==> config.mk <==
export PLATFORM = sky130hd
export DESIGN_NAME = prio_grant_arb
export DESIGN_NICKNAME = d
export VERILOG_FILES = /design/src/rtl/prio_grant_arb.sv
export SDC_FILE = /design/constraint.sdc
export NUM_CORES = 1
export LEC_CHECK = 0
export ABC_AREA = 1
export ABC_CLOCK_PERIOD_IN_PS = 1600
export BUFFER_PORTS_ARGS = -buffer_cell sky130_fd_sc_hd__clkbuf_2
export CORE_UTILIZATION = 47
export DETAILED_ROUTE_END_ITERATION = 7
export GPL_TIMING_DRIVEN = 1
export PLACE_DENSITY = 0.79
export SLEW_MARGIN = 20
export SYNTH_ARGS = -nofsm -noshare
export SYNTH_HDL_FRONTEND = slang
export SYNTH_SLANG_ARGS = --single-unit
==> constraint.sdc <==
create_clock -name clk -period 1.6 [get_ports clk]
set_input_delay 0.08 -clock clk [delete_from_list [all_inputs] [get_ports clk]]
set_output_delay 0.08 -clock clk [all_outputs]
set_load 0.01 [all_outputs]
==> src/rtl/prio_grant_arb.sv <==
// Registered N-way arbiter: one held one-hot grant plus its index,
// fixed-priority (bit 0 highest) or round-robin, released by done.
module prio_grant_arb #(
  parameter  int N  = 8,
  parameter  int RR = 0,
  localparam int W  = $clog2(N)
) (
  input  logic         clk,
  input  logic         rst,
  input  logic [N-1:0] req,
  input  logic         done,
  output logic [N-1:0] gnt,
  output logic [W-1:0] gnt_code,
  output logic         gnt_valid
);

  typedef enum logic {
    S_IDLE = 1'b0,
    S_BUSY = 1'b1
  } state_t;

  state_t       r_state;
  state_t       w_state_nxt;
  logic [N-1:0] r_gnt;
  logic [N-1:0] w_gnt_nxt;
  logic [W-1:0] r_code;
  logic [W-1:0] w_code_nxt;
  logic         r_valid;
  logic         w_valid_nxt;
  logic [W-1:0] r_ptr;
  logic [W-1:0] w_ptr_nxt;

  logic [N-1:0] w_hi_mask;
  logic [N-1:0] w_req_hi;
  logic [W-1:0] w_lo_idx;
  logic [W-1:0] w_hi_idx;
  logic [W-1:0] w_win;
  logic [N-1:0] w_win_oh;
  logic [W-1:0] w_ptr_inc;

  // Requests at or above the pointer get first pick; else wrap to the lowest.
  always_comb begin
    w_hi_mask = '0;
    for (int i = 0; i < N; i++) begin
      w_hi_mask[i] = (W'(i) >= r_ptr);
    end
  end

  assign w_req_hi = req & w_hi_mask;

  always_comb begin
    w_lo_idx = '0;
    for (int i = N - 1; i >= 0; i--) begin
      if (req[i]) begin
        w_lo_idx = W'(i);
      end
    end
  end

  always_comb begin
    w_hi_idx = '0;
    for (int i = N - 1; i >= 0; i--) begin
      if (w_req_hi[i]) begin
        w_hi_idx = W'(i);
      end
    end
  end

  assign w_win = ((RR != 0) && (|w_req_hi))
               ? w_hi_idx
               : w_lo_idx;

  assign w_win_oh = {{(N-1){1'b0}}, 1'b1} << w_win;

  assign w_ptr_inc = (r_code == W'(N - 1))
                   ? '0
                   : r_code + 1'b1;

  always_comb begin
    w_state_nxt = r_state;
    w_gnt_nxt   = r_gnt;
    w_code_nxt  = r_code;
    w_valid_nxt = r_valid;
    w_ptr_nxt   = r_ptr;
    unique case (r_state)
      S_IDLE: begin
        if (|req) begin
          w_state_nxt = S_BUSY;
          w_gnt_nxt   = w_win_oh;
          w_code_nxt  = w_win;
          w_valid_nxt = 1'b1;
        end
      end
      S_BUSY: begin
        if (done) begin
          w_state_nxt = S_IDLE;
          w_gnt_nxt   = '0;
          w_code_nxt  = '0;
          w_valid_nxt = 1'b0;
          if (RR != 0) begin
            w_ptr_nxt = w_ptr_inc;
          end
        end
      end
      default: begin
        w_state_nxt = S_IDLE;
      end
    endcase
  end

  always_ff @(posedge clk) begin
    if (rst) begin
      r_state <= S_IDLE;
      r_gnt   <= '0;
      r_code  <= '0;
      r_valid <= 1'b0;
      r_ptr   <= '0;
    end else begin
      r_state <= w_state_nxt;
      r_gnt   <= w_gnt_nxt;
      r_code  <= w_code_nxt;
      r_valid <= w_valid_nxt;
      r_ptr   <= w_ptr_nxt;
    end
  end

  assign gnt       = r_gnt;
  assign gnt_code  = r_code;
  assign gnt_valid = r_valid;

endmodule

==> impl_metrics.ini, run 1 <==
[synth]
synthTopCellsByCount = dfxtp_1, nand2_1, inv_1, nand2_2, a21oi_2
synth_ff_type = dfxtp_1
synth_edf_count = 0
synth_cells = 84
synth_warnings = 0
synth_xor_area_frac = 0
yosysSeqAreaShare = 0.393
synthMuxAreaShare = 0
yosysUniqueCellTypes = 16
synth_area_um2 = 662
async_flop_share = 0
yosys.area_share.simple = 0.344
synth_top_family_by_area = simple AND/OR/NAND/NOR gates
syn-num-nets = 95
synthTopCellsByArea = dfxtp_1, a21oi_2, nand2_2, nand2_1, inv_1
synth_compound_area_frac = 0.164
synth.most_common_cell = dfxtp_1
synth_top_area_frac = 0.393
synth_seq_cells = 13
yosys.area_share.adder = 0
postSynthAreaPerCell_um2 = 7.88
yosysTopAreaCell = dfxtp_1

[cts]
postCtsSetupRepairBufs = 0
path_clk_slew_ns = 0.08
ctsResizeCount = 0
clockBufferDepth = 2
cts_buffers = 3
cts_tree = built
cts_hold_buf = 0
root_buffer = clkbuf_4
clock_latency_ns = 0.27
cts.sinks = 13
cts_max_level = 1

[detailed_routing]
drc = 0
drtIter0Drc = 26
antenna_left = 0
vias = 626
viasPerCell = 5.09
avgRoutedWirePerCell_um = 10.1
drt-pass1-iter-count = 6
wl_um = 1240

[power]
pwr-share-comb = 0.157
power_density_nw_per_um2 = 809
internal-power_uw = 468
seqPwrFrac = 0.534
switching_power_uw = 174
clkPwrFrac = 0.308
p_leak_uw = 0.000368
peakVddDrop_mv = 0.400
swShare = 0.271

[worst_setup_path]
end_kind = flop
critPathRequiredTime_ns = 1.80
crit_type = flop to flop
critical_path_buf_inv_count = 1
path_cells = inv_1 > or2_1 > nand2_4 > nand2_1 > a21oi_1
max_stage_delay_ns = 0.38
reg2reg_to = gnt_code[0]
path_max_fanout = 12
critPathLaunchType = flop
r2r_cells = 5
crit_family = simple AND/OR/NAND/NOR gates
arrival_ns = 1.41
cp_slowest_cell = dfxtp_1
reg2reg_slack_ns = 0.39
r2r-start = r_state

[floorplanning]
io_pins = 23
core-area_um2 = 1300
fp.dieH_um = 39.5
rows = 13
die-area_um2 = 1560
fp.dieW_um = 39.5
initial_core_util = 0.509

[global_routing]
grt_pass1_wl_um = 1950
grt_pass1_vias = 478
grt_usage = 0.185
antenna_found_initial = 0
grt_max_degree = 14
globalRoute.totalOverflow = 0

[placement]
gp_congestion = 0.852
placed_cell_area_um2 = 767
post-place-ws_ns = 0.410
place_hpwl_um = 975
io_buffers = 22

[timing]
period_needed_ns = 1.21
clock_skew_ns = 0.00424
final_hold_viol_count = 0
postLayoutSetupSlackWorst_ns = 0.386
final.setup.tns_ns = 0
finalMaxSlewViolations = 0
setup_viol = 0
slew_headroom = 0.763
period_share = 0.759
fmax_mhz = 824
rsz0062_at_grt = no
worstMarginPinSlew_ns = 0.355

[flow_run]
cap_viol_max_count = 0

[final_layout]
layout-drive-gt1-share = 0.454
antenna_cells = 0
seq_area_um2 = 260
syn_to_final_growth_pct = 19.8
nets = 120
multi_input_area_um2 = 337
fin_area_um2 = 793
num-fill-cells = 123

[status]
status = complete, no violations

[worst_hold_path]
min_delay_path_depth = 4
worstHoldPathType = primary input to flop
hold_path_end = gnt[3]
hp-start = req[2]
## power by group through the flow
stage	Sequential (uW)	Clock (uW)	Combinational, uW
floorplan	355	0	66.7
global placement	351	0	97.5
detailed placement	351	0	100
CTS	343	201	101
global route	344	217	113
finish	343	198	101
## cell usage in the layout, fill, tap and decap left out, types with 3 or more instances in the layout
cell and count:
dfxtp_1 13, a21oi_1 5, nand2_1 12, clkbuf_2 22
a21oi_2 9, nand4_1 5, inv_1 11, nand2_2 11
nor2_1 4, nor2_2 3, nand3_1 5, clkbuf_4 3
## flip-flops by register name (all words and copies together) (netlist names)
| register | flops |
|---|---|
| gnt | 8 |
| gnt_code | 3 |
| gnt_valid | 1 |
| r_state | 1 |
## area by class of cell
type                    count  share of cell area
multi-input cells          58               0.424
well taps                  15              0.0237
flip-flops and latches     13               0.328
inverters                  11              0.0521
repair buffers             22               0.139
clock buffers               4              0.0331
## kinds of logic after synthesis
group,count (synthesis)
AOI/OAI and AO/OA,15
DFF,13
buffers and inverters,13
and+or+nand+nor,43
## worst reg2reg max path, delay by kind of cell, from the launching register on
kind	cells	cell delay (ns)
AND/OR/NAND/NOR	3	0.53
flip-flops	1	0.38
AO/OA/AOI/OAI	1	0.14
buffers and inverters	1	0.10
## how the worst max path moves through the flow
stage / from / to / slack, ns / depth (start not counted)
after floorplan: r_state / gnt[0] / 0.50 / 6
after global placement: r_state / gnt_code[0] / 0.47 / 5
after detailed placement: r_state / gnt_code[0] / 0.41 / 5
after CTS: r_state / gnt_code[0] / 0.39 / 5
after global routing: r_state / gnt_code[0] / 0.32 / 5
final: r_state / gnt_code[0] / 0.39 / 5
## per-layer routing
metal,up-vias,share of wire,track usage
met5,-,0,0
met4,0,0.013,0.103
met3,4,0.035,0.0170
met2,22,0.52,0.307
met1,282,0.44,0.228
li1,318,-,-
## through the flow
| step | power (uW) | std cells | hold slack (ns) | utilization |
|---|---|---|---|---|
| 3_3_place_gp | 448 | 119 | 0.434 | 0.589 |
| 2_1_floorplan | 422 | 84 | 0.142 | - |
| 4_1_cts | 645 | 123 | 0.150 | 0.610 |
| 3_5_place_dp | 451 | 119 | 0.439 | 0.589 |
| 5_1_grt | 674 | 123 | 0.167 | 0.610 |
| 6_report | 642 | 123 | 0.150 | 0.610 |
(Power assumes the default switching activity.)
==> run 2, diff against run 1 <==
- ABC_AREA: 1 -> 0
- ABC_CLOCK_PERIOD_IN_PS: 1600 -> 1050
- CORE_UTILIZATION: 47 -> 40
- PLACE_DENSITY: 0.79 -> 0.73
- clock period: 1.6 -> 1.05 ns (I/O delays scaled with it)
==> run 2 against run 1 <==
Sequential share of layout area down 3.5 points. Design area is 13% higher. Highest routed layer unchanged. Non-clock buffer count up 15. Critical path type unchanged. Clock power grew 59%. Wire length is 21% higher. Largest power group unchanged. Critical endpoint is now gnt[1]. Count of clock-buffer cells in the layout unchanged. Register-to-register slack got worse by 0.53 ns. The flow now finishes with violations (setup timing). Maximum frequency is 1.9% higher.
==> impl_metrics.ini, run 2 <==
[status]
status = finished with violations
violations = setup timing

[timing]
setup_viol = 11
finalMaxSlewViolations = 0
holdWs_ns = 0.120
worstMarginPinSlew_ns = 0.440
fmax_mhz = 839
rsz0062_at_grt = yes
clock_skew_ns = 0.00272
period_share = 1.13
final.setup.tns_ns = -1.34
postLayoutSetupSlackWorst_ns = -0.141
final_hold_viol_count = 0
period_needed_ns = 1.19
slew_headroom = 0.704

[synth]
synth_seq_cells = 13
async_flop_share = 0
synth_ff_type = dfxtp_1
synth_warnings = 0
synth_edf_count = 0
postSynthAreaPerCell_um2 = 9.97
yosysSeqAreaShare = 0.443
syn-num-nets = 70
synth_cells = 59
synth_area_um2 = 588
yosysUniqueCellTypes = 25
yosysTopAreaCell = dfxtp_1
synth.most_common_cell = dfxtp_1
synthTopCellsByArea = dfxtp_1, a22o_1, nor2_1, nor4_2, nand2b_1
synthTopCellsByCount = dfxtp_1, nor2_1, a22o_1, inv_1, nand2b_1
synth_top_area_frac = 0.443

[worst_setup_path]
r2r-start = r_state
reg2reg_to = gnt[1]
crit_type = flop to flop
end_kind = flop
max_stage_delay_ns = 0.38
critPathRequiredTime_ns = 1.23
r2r_cells = 4
path_max_fanout = 7
reg2reg_slack_ns = -0.14
arrival_ns = 1.38
critPathLaunchType = flop
path_cells = nor2b_4 > a41oi_4 > nor2_2 > a22o_1
cp_slowest_cell = dfxtp_4
startpoint = r_state

[floorplanning]
rows = 13
initial_core_util = 0.441
fp.dieH_um = 40.3
core-area_um2 = 1330
io_pins = 23
fp.dieW_um = 40.3
die-area_um2 = 1630

[detailed_routing]
highest_layer = met4
dr_wl_met2_um = 715
avgRoutedWirePerCell_um = 13.1
dr_wl_met3_um = 76
drtIter0Drc = 9
wl_met1_um = 666
viasPerCell = 5.23
antenna_left = 0
wl_um = 1500
drt-pass1-iter-count = 4
vias = 596
drc = 0

[cts]
cts_tree = built
path_clk_slew_ns = 0.07
clock_latency_ns = 0.29
cts_max_level = 1
clockBufferDepth = 2
cts_hold_buf = 0
cts_buffers = 3
cts.sinks = 13
root_buffer = clkbuf_4

[worst_hold_path]
hold_path_end = r_state
worstHoldPathType = primary input to flop
min_delay_path_depth = 3
hp-start = done

[placement]
gp_congestion = 0.788
place_hpwl_um = 1080
io_buffers = 22
post-place-ws_ns = -0.195

[power]
clkPwrFrac = 0.305
peakVddDrop_mv = 0.709
p_leak_uw = 0.000424
seqPwrFrac = 0.507
internal-power_uw = 753
power_density_nw_per_um2 = 1140
pwr-share-comb = 0.188
switching_power_uw = 277
swShare = 0.269

[final_layout]
syn_to_final_growth_pct = 53.0
largest_reg_flops = 8
final_cell_mix = clkbuf_2, buf_4, dfxtp_1
antenna_cells = 0
layout-drive-gt1-share = 0.535
final_common_cell = clkbuf_2
nets = 111

[global_routing]
grt_pass1_wl_um = 2220
grt_usage = 0.225
globalRoute.totalOverflow = 0
grt_pass1_vias = 488
grt_max_degree = 8
antenna_found_initial = 0

[flow_run]
cap_viol_max_count = 0
-- run 2: cell types whose count changed after synthesis, sizes merged, moves of 4 or more --
cell / before / now
nand2: 24 / 2
a21oi: 14 / 2
inv: 11 / 3
a22o: 0 / 6
nand4: 5 / 0
nand3: 5 / 1
-- run 2: worst max-delay path, delay by kind of cell (launching register included) --
kind,cells,cell delay (ns)
compound gates,2,0.47
flops,1,0.38
simple gates,2,0.25
-- run 2: power by group through the flow --
stage,clock (uW),sequential [uW],combinational [uW]
6_report,314,522,194
5_1_grt,344,524,209
4_1_cts,324,521,188
3_5_place_dp,0,533,172
3_3_place_gp,0,532,168
2_1_floorplan,0,533,77.2
-- run 2: per-stage QoR --
step | total power, uW | instances | area (um2) | util
detailed placement | 704 | 108 | 820 | 0.614
finish | 1030 | 114 | 900 | 0.674
floorplan | 611 | 59 | 602 | -
global placement | 699 | 108 | 820 | 0.614
global route | 1080 | 114 | 900 | 0.674
CTS | 1030 | 114 | 885 | 0.663
-- run 2: cell type report --
| type | count | area [um2] |
|---|---|---|
| Timing Repair Buffer | 37 | 226 |
| Inverter | 3 | 11.3 |
| Multi-Input combinational cell | 42 | 353 |
| Sequential cell | 13 | 264 |
| Clock buffer | 4 | 26.3 |
| Tap cell | 15 | 18.8 |
| Fill cell | 116 | 434 |
-- run 2: kinds of logic (layout without fill, tap and decap cells) --
group,after synthesis,count (layout),synth area share
buffers and inverters,5,44,0.0468
and+or+nand+nor,23,24,0.243
AOI/OAI and AO/OA,18,18,0.268
DFF,13,13,0.443
-- run 2: repair_timing --
item,4_1_cts,5_1_grt
cloned,1,0
gates resized for setup,5,3
setup buffers,1,0
pin swaps,7,2
endpoints found under the setup margin,12,11
-- run 2: per-layer routing --
layer / track usage / vias up
met2: 0.341 / 16
met5: 0 / -
met1: 0.260 / 277
met4: 0.150 / 0
li1: - / 299
met3: 0.0833 / 4
-- run 2: worst max path at each step --
stage	cells past startpoint	slack (ns)	endpoint
floorplan	5	-0.16	gnt[6]
global placement	4	-0.18	gnt[7]
detailed placement	4	-0.19	gnt[7]
CTS	5	-0.10	gnt_code[0]
global route	4	-0.16	gnt[3]
finish	4	-0.14	gnt[1]
==> run 3, diff against run 2 <==
- RECOVER_POWER: not set -> 25
- SLEW_MARGIN: 20 -> not set
==> run 3 against run 2 <==
The flow still finishes with violations (setup timing). Worst setup slack is essentially flat. Sequential share of layout area grew 0.12 points. Global-route usage is the same. Power is essentially flat. Worst hold slack is essentially flat. Critical endpoint unchanged.
==> impl_metrics.ini, run 3 (synthesis gave the netlist of run 2 again) <==
[status]
status = finished with violations
violations = setup timing

[detailed_routing]
antenna_left = 0
vias = 596
drtIter0Drc = 9
drt-pass1-iter-count = 4
avgRoutedWirePerCell_um = 13.1
drc = 0
wl_um = 1500
viasPerCell = 5.23

[final_layout]
fin_area_um2 = 896
instances_no_fill = 114
fin_util = 0.672
syn_to_final_growth_pct = 52.3
layout-drive-gt1-share = 0.505
largest_reg_flops = 8
nets = 111
final_cell_mix = clkbuf_2, buf_4, dfxtp_1
antenna_cells = 0
final_common_cell = clkbuf_2

[global_routing]
globalRoute.totalOverflow = 0
grt_max_degree = 8
grt_pass1_wl_um = 2220
grt_pass1_vias = 488
antenna_found_initial = 0
grt_usage = 0.225

[floorplanning]
core-area_um2 = 1330
fp.dieW_um = 40.3
initial_core_util = 0.441
io_pins = 23
rows = 13
fp.dieH_um = 40.3
die-area_um2 = 1630

[worst_setup_path]
critPathLaunchType = flop
end_kind = flop
path_max_fanout = 7
arrival_ns = 1.38
crit_type = flop to flop
critPathRequiredTime_ns = 1.23

[timing]
setup_viol = 11
clock_skew_ns = 0.00270
final_hold_viol_count = 0
slew_headroom = 0.704
period_needed_ns = 1.19
worstMarginPinSlew_ns = 0.440
postLayoutSetupSlackWorst_ns = -0.141
rsz0062_at_grt = yes
final.setup.tns_ns = -1.34
period_share = 1.13
fmax_mhz = 840
finalMaxSlewViolations = 0

[power]
p_leak_uw = 0.000414
peakVddDrop_mv = 0.709
power_density_nw_per_um2 = 1150

[cts]
clock_latency_ns = 0.29
cts_hold_buf = 0
clockBufferDepth = 2
cts_max_level = 1
cts_tree = built
cts_buffers = 3
root_buffer = clkbuf_4
cts.sinks = 13
path_clk_slew_ns = 0.07

[placement]
post-place-ws_ns = -0.195
dp_cells = 108
placed_cell_area_um2 = 820
place_hpwl_um = 1080
gp_congestion = 0.788
io_buffers = 22

[worst_hold_path]
worstHoldPathType = primary input to flop

[flow_run]
cap_viol_max_count = 0
-- run 3: cell counts in the layout (fill, tap and decap cells not counted) --
No cell type changed its count.
-- run 3: critical path: stages, from the launching register on --
cell	delay (ns)
dfxtp_4	0.38
nor2b_4	0.14
a41oi_4	0.26
nor2_2	0.11
a22o_1	0.21
-- run 3: final cells by class --
class / instances / area, um2
fillers: 119 / 438
repair buffers: 37 / 223
clock buffers: 4 / 26.3
well taps: 15 / 18.8
inverters: 3 / 11.3
flip-flops and latches: 13 / 264
multi-input cells: 42 / 353
-- run 3: worst paths after layout --
kind / from / end / slack [ns] / cells after the start
worst max-delay path: r_state / gnt[1] / -0.14 / 4
worst min-delay path: done / r_state / 0.12 / 3
worst max register to register: r_state / gnt[1] / -0.14 / 4
worst min register to register: gnt_code[2] / gnt_code[2] / 0.45 / 1
-- run 3: timing repair --
action                                  in CTS  in global routing
cloned                                       1                  0
setup buffers                                1                  0
pin swaps                                    7                  2
resized for setup                            5                  3
endpoints found under the setup margin      12                 11
-- run 3: metrics by stage --
stage | hold WS (ns) | total power [uW]
finish | 0.120 | 1030
global route | 0.138 | 1080
CTS | 0.111 | 1030
detailed placement | 0.397 | 704
global placement | 0.389 | 699
floorplan | 0.178 | 611
-- run 3: metal layers --
metal,GRT usage,routed length (um),up-vias
li1,-,-,299
met1,0.260,665,277
met2,0.341,716,16
met3,0.0833,75,4
met4,0.150,41,0
met5,0,0,-
-- run 3: power breakdown --
| part | internal [uW] | leakage [uW] | switching [uW] | total, uW |
|---|---|---|---|---|
| Clock | 148 | 0.0000150 | 166 | 314 |
| Combinational | 96.4 | 0.000292 | 97.1 | 194 |
| Sequential | 508 | 0.000107 | 14.0 | 522 |
